**src/rtl/serial_frame_rx.sv**
```systemverilog
// rtl/serial_frame_rx.sv - bit-serial frame receiver with mid-bit sampling and valid/ready output
module serial_frame_rx #(
   parameter int DATA_W     = 8,
   parameter int OVERSAMPLE = 16,
   parameter int PARITY_EN  = 1
) (
   input  logic              clk,
   input  logic              rst_n,
   input  logic              rx_i,
   output logic [DATA_W-1:0] out_data,
   output logic              out_valid,
   input  logic              out_ready,
   output logic              err_parity,
   output logic              err_frame,
   output logic              overrun,
   output logic              busy
);

   localparam int CW = (OVERSAMPLE > 2) ? $clog2(OVERSAMPLE) : 1;
   localparam int IW = (DATA_W > 1) ? $clog2(DATA_W) : 1;

   typedef enum logic [2:0] {
      S_IDLE,
      S_START,
      S_DATA,
      S_PARITY,
      S_STOP,
      S_BREAK
   } state_t;

   state_t            state_q;
   logic [1:0]        sync_q;
   logic [CW-1:0]     cnt_q;
   logic [IW-1:0]     idx_q;
   logic [DATA_W-1:0] shift_q;
   logic              par_err_q;
   logic              deliver_q;
   logic              err_parity_q;
   logic              err_frame_q;
   logic              overrun_q;
   logic              out_valid_q;
   logic [DATA_W-1:0] out_data_q;

   logic rx_s;
   logic mid_start;
   logic bit_tick;

   assign rx_s      = sync_q[1];
   assign mid_start = (cnt_q == CW'(OVERSAMPLE / 2 - 1));
   assign bit_tick  = (cnt_q == CW'(OVERSAMPLE - 1));

   assign out_data   = out_data_q;
   assign out_valid  = out_valid_q;
   assign err_parity = err_parity_q;
   assign err_frame  = err_frame_q;
   assign overrun    = overrun_q;
   assign busy       = (state_q != S_IDLE);

   // Two-flop synchronizer; resets to the idle-high line level
   always_ff @(posedge clk or negedge rst_n) begin
      if (!rst_n) begin
         sync_q <= 2'b11;
      end else begin
         sync_q <= {sync_q[0], rx_i};
      end
   end

   // Frame FSM: bit timing, data shifting, parity/stop evaluation and error pulses
   always_ff @(posedge clk or negedge rst_n) begin
      if (!rst_n) begin
         state_q      <= S_IDLE;
         cnt_q        <= '0;
         idx_q        <= '0;
         shift_q      <= '0;
         par_err_q    <= 1'b0;
         deliver_q    <= 1'b0;
         err_parity_q <= 1'b0;
         err_frame_q  <= 1'b0;
      end else begin
         deliver_q    <= 1'b0;
         err_parity_q <= 1'b0;
         err_frame_q  <= 1'b0;
         case (state_q)
            S_IDLE: begin
               if (!rx_s) begin
                  state_q   <= S_START;
                  cnt_q     <= '0;
                  par_err_q <= 1'b0;
               end
            end
            S_START: begin
               if (mid_start) begin
                  cnt_q <= '0;
                  idx_q <= '0;
                  // A line that is high again at mid-start was only a glitch
                  state_q <= rx_s ? S_IDLE : S_DATA;
               end else begin
                  cnt_q <= cnt_q + CW'(1);
               end
            end
            S_DATA: begin
               if (bit_tick) begin
                  cnt_q          <= '0;
                  shift_q[idx_q] <= rx_s;
                  if (idx_q == IW'(DATA_W - 1)) begin
                     state_q <= (PARITY_EN != 0) ? S_PARITY : S_STOP;
                  end else begin
                     idx_q <= idx_q + IW'(1);
                  end
               end else begin
                  cnt_q <= cnt_q + CW'(1);
               end
            end
            S_PARITY: begin
               if (bit_tick) begin
                  cnt_q     <= '0;
                  par_err_q <= (rx_s != ^shift_q);
                  state_q   <= S_STOP;
               end else begin
                  cnt_q <= cnt_q + CW'(1);
               end
            end
            S_STOP: begin
               if (bit_tick) begin
                  cnt_q <= '0;
                  // Framing error outranks parity; the line must return high before re-arming
                  if (!rx_s) begin
                     err_frame_q <= 1'b1;
                     state_q     <= S_BREAK;
                  end else if (par_err_q) begin
                     err_parity_q <= 1'b1;
                     state_q      <= S_IDLE;
                  end else begin
                     deliver_q <= 1'b1;
                     state_q   <= S_IDLE;
                  end
               end else begin
                  cnt_q <= cnt_q + CW'(1);
               end
            end
            S_BREAK: begin
               if (rx_s) begin
                  state_q <= S_IDLE;
               end
            end
            default: begin
               state_q <= S_IDLE;
            end
         endcase
      end
   end

   // Output holding register: load a finished word when the slot is free, else flag overrun
   always_ff @(posedge clk or negedge rst_n) begin
      if (!rst_n) begin
         out_valid_q <= 1'b0;
         out_data_q  <= '0;
         overrun_q   <= 1'b0;
      end else begin
         overrun_q <= 1'b0;
         if (deliver_q) begin
            if (!out_valid_q || out_ready) begin
               out_data_q  <= shift_q;
               out_valid_q <= 1'b1;
            end else begin
               overrun_q <= 1'b1;
            end
         end else if (out_valid_q && out_ready) begin
            out_valid_q <= 1'b0;
         end
      end
   end

endmodule
```
**config.mk**
```make
export PLATFORM = sky130hd
export DESIGN_NAME = serial_frame_rx
export DESIGN_NICKNAME = d
export VERILOG_FILES = /design/src/rtl/serial_frame_rx.sv
export SDC_FILE = /design/constraint.sdc
export NUM_CORES = 1
export LEC_CHECK = 0
export ABC_AREA = 1
export CAP_MARGIN = 0
export CELL_PAD_IN_SITES_DETAIL_PLACEMENT = 1
export CELL_PAD_IN_SITES_GLOBAL_PLACEMENT = 1
export CORE_ASPECT_RATIO = 1.75
export CORE_MARGIN = 10
export CORE_UTILIZATION = 42
export CTS_CLUSTER_SIZE = 16
export DETAILED_ROUTE_END_ITERATION = 10
export HOLD_SLACK_MARGIN = 0.08
export PLACE_DENSITY = 0.81
export SLEW_MARGIN = 15
export SYNTH_ARGS = -nofsm -noshare
export SYNTH_HDL_FRONTEND = slang
export SYNTH_SLANG_ARGS = --single-unit
```
**constraint.sdc**
```tcl
create_clock -name clk -period 1.55 [get_ports clk]
set_clock_uncertainty 0.05 [all_clocks]
set_input_delay 0.2325 -clock clk [delete_from_list [all_inputs] [get_ports clk]]
set_output_delay 0.2325 -clock clk [all_outputs]
set_load 0.05 [all_outputs]
```
==> load_flow_metrics.sql <==
INSERT INTO impl_metrics (metric_group, metric, value, unit) VALUES
('cells_and_area', 'area.growth.synth_to_final', '33.6', '%'),
('routing', 'antenna_nets_post_route', '0', ''),
('cells_and_area', 'postLayoutCoreUtil', '58.4', '%'),
('synth', 'postSynthNetCount', '222', ''),
('power', 'power.internal', '2.05', 'mW'),
('sta', 'timing.final.crit_period', '1.56', 'ns'),
('global_route', 'grt_util_all_layers', '12.8', '%'),
('synth', 'synth.yosys.seq_area_share', '47.0', '%'),
('placed_design', 'dp_hpwl', '3440', 'um'),
('clock_network', 'cts_tree', 'done', ''),
('power', 'p_leak', '1.23', 'nW'),
('cells_and_area', 'layout-drive-gt1-share', '35.0', '%'),
('clock_network', 'clk_root_buffer_cell', 'clkbuf_8', ''),
('placed_design', 'place.port_buffers', '16', ''),
('synth', 'postSynthCellCount', '215', ''),
('routing', 'num_vias', '1632', ''),
('floorplanning', 'core.rowCount', '31', ''),
('setup_path', 'cp.required', '1.66', 'ns'),
('placed_design', 'placement.setup.worst_slack', '-0.0443', 'ns'),
('sta', 'rsz0062_at_grt', 'yes', ''),
('sta', 'timing_max_transition_violations_final', '0', ''),
('power', 'power_frac_seq', '31.6', '%'),
('cells_and_area', 'mostFrequentLayoutCells', 'nand2_1, buf_4, dfrtp_1', ''),
('placed_design', 'dp.cells', '284', ''),
('routing', 'route.detailed.wl_per_inst', '17.5', 'um'),
('setup_path', 'timing.setup.critical_path_class', 'reg -> reg', ''),
('floorplanning', 'fp.coreArea', '4150', 'um^2'),
('clock_network', 'cts_inserted_buffers', '5', ''),
('floorplanning', 'design.die.area', '7450', 'um^2'),
('routing', 'drt_drc_violations_left', '0', ''),
('synth', 'ys_types', '33', ''),
('power', 'net-switching-power', '1.31', 'mW'),
('floorplanning', 'die_height', '107', 'um'),
('global_route', 'global_route.usage.met2', '25.5', '%'),
('sta', 'max-slew-margin-rel', '78.4', '%'),
('clock_network', 'clock_sinks', '34', ''),
('sta', 'fmax', '639', 'MHz'),
('sta', 'hold_viol', '0', ''),
('global_route', 'first_global_vias', '1707', ''),
('routing', 'routed_via_density', '5.23', ''),
('setup_path', 'cp.arrival', '1.68', 'ns'),
('sta', 'post-route-worst-setup-slack', '-0.0138', 'ns'),
('sta', 'post_route_fraction_of_the_period_consumed_by_the_critical_path', '101', '%'),
('floorplanning', 'die_w', '69.7', 'um'),
('global_route', 'grt_busiest_layer', 'met2', ''),
('run', 'max-cap-violations', '0', ''),
('sta', 'tns', '-0.0138', 'ns'),
('outcome', 'violations', 'negative setup slack', ''),
('clock_network', 'htree_num_levels', '2', ''),
('sta', 'setup_viol_count_final', '1', ''),
('min_path', 'classification_of_the_worst_slack_hold_path', 'in -> async', ''),
('routing', 'detailedRoute.firstIterationViolations', '32', ''),
('power', 'share_clk_of_total_power', '24.1', '%'),
('setup_path', 'setup.worst_path.start_class', 'flop', ''),
('cells_and_area', 'finish.cell_count_without_fillers', '312', ''),
('power', 'irDropWorstVdd', '0.00113', 'V'),
('cells_and_area', 'antenna_cells', '0', ''),
('sta', 'worstMarginPinSlew', '0.322', 'ns'),
('outcome', 'run_status', 'finished with violations', ''),
('synth', 'synthesis.area', '1810', 'um^2'),
('routing', 'detailedRoute.firstPassIterationCount', '4', ''),
('clock_network', 'clkSlewWorstSetupHoldPaths', '0.07', 'ns'),
('placed_design', 'place_congestion', '0.786', ''),
('cells_and_area', 'final_net_count', '269', ''),
('global_route', 'grt_first_pass_wirelength', '7940', 'um'),
('clock_network', 'insertion_delay', '0.29', 'ns'),
('floorplanning', 'io-pin-count', '17', ''),
('clock_network', 'max_clock_buf_depth', '2', ''),
('global_route', 'global_route.usage.met3', '2.77', '%'),
('cells_and_area', 'final_common_cell', 'nand2_1', ''),
('clock_network', 'ctsHoldBuffers', '0', '');
-- worst max-delay path, stage by stage, from the launching register on --
cell	delay, ns
dfrtp_1	0.42
ha_4	0.17
nand2_4	0.08
clkinv_4	0.10
nand2_8	0.07
nor2_1	0.19
nand3_1	0.15
nand2_1	0.10
o21ai_0	0.11
-- power groups by stage --
stage                     logic (mW)  registers [mW]  clock network (mW)
after floorplan                0.815            1.07                   0
after global placement          1.03            1.08                   0
after detailed placement        1.07            1.08                   0
after CTS                       1.19            1.04               0.820
after global routing            1.62            1.07               0.874
final                           1.49            1.06               0.810
-- sequential cells by signal (all words and copies together) (netlist names) --
register,flops
cnt_q,4
deliver_q,1
err_frame,1
err_parity,1
idx_q,3
out_data,8
out_valid,1
overrun,1
par_err_q,1
shift_q,8
state_q,3
sync_q,2
-- Yosys cell counts --
library cell	n	area [um^2]
nand4_1	1	6.26
o21ai_4	1	16.3
inv_2	4	15.0
a21boi_1	1	7.51
a31oi_1	2	12.5
nand2_4	3	33.8
dfstp_2	2	52.6
or2_2	1	6.26
nand3_1	17	85.1
nand2_1	65	244
clkinv_4	1	8.76
nand2_2	6	37.5
nand3_4	1	17.5
mux2i_1	1	10.0
nor2_4	5	56.3
a21oi_1	2	10.0
dfrtp_1	32	801
inv_4	1	6.26
xnor2_1	1	8.76
nor3_4	1	16.3
inv_1	19	71.3
nor3_1	1	5.00
nor2_8	1	20.0
mux2_2	2	22.5
nor4_1	1	6.26
ha_1	3	37.5
o21ai_0	14	70.1
clkbuf_1	2	7.51
nor2_2	4	25.0
buf_6	1	11.3
nand3_2	1	10.0
o21ai_1	7	35.0
nor2_1	11	41.3
-- area by class of cell --
class / instances / area (um^2) / share of cell area (%)
multi-input cells: 153 / 911 / 37.6
flip-flops and latches: 34 / 855 / 35.3
repair buffers: 43 / 384 / 15.8
inverters: 25 / 104 / 4.29
clock buffers: 5 / 68.8 / 2.84
well taps: 49 / 61.3 / 2.53
clock inverters: 3 / 40.0 / 1.65
-- per-stage QoR --
| step | area, um^2 | hold WS (ns) |
|---|---|---|
| 6_report | 2420 | 0.286 |
| 3_5_place_dp | 2070 | 0.297 |
| 3_3_place_gp | 2070 | 0.296 |
| 5_1_grt | 2420 | 0.278 |
| 2_1_floorplan | 1810 | -0.113 |
| 4_1_cts | 2230 | 0.291 |
-- kinds of logic after synthesis --
kind of cell / Yosys count / share of synthesized area, %
buffers and inverters: 28 / 6.62
XOR/XNOR: 1 / 0.483
adder cells (fa/ha/maj): 3 / 2.07
AO/OA/AOI/OAI: 27 / 8.35
AND/OR/NAND/NOR: 119 / 33.7
multiplexers: 3 / 1.79
flip-flops: 34 / 47.0
-- per-layer routing --
layer	share of wire, %	vias to the layer above
met5	0	-
met4	3.4	0
met3	3.1	14
met2	58	32
met1	35	807
li1	-	779
-- final timing paths --
| check | start | endpoint | slack, ns | depth (start not counted) |
|---|---|---|---|---|
| max in group asynchronous | rst_n | sync_q[0] | 0.91 | 2 |
| max | cnt_q[1] | shift_q[6] | -0.01 | 8 |
| min | rst_n | shift_q[5] | 0.29 | 2 |
| max reg2reg | cnt_q[1] | shift_q[6] | -0.01 | 8 |
| min in group clk | rx_i | sync_q[0] | 0.29 | 1 |
| min reg2reg | sync_q[0] | sync_q[1] | 0.31 | 0 |
-- what timing repair did --
| item | in CTS | in global routing |
|---|---|---|
| gates resized for setup | 4 | 16 |
| endpoints found under the setup margin | 6 | 14 |
| cloned | 0 | 0 |
| setup buffers | 5 | 15 |
| pin swaps | 0 | 10 |
(Power assumes the default switching activity.)
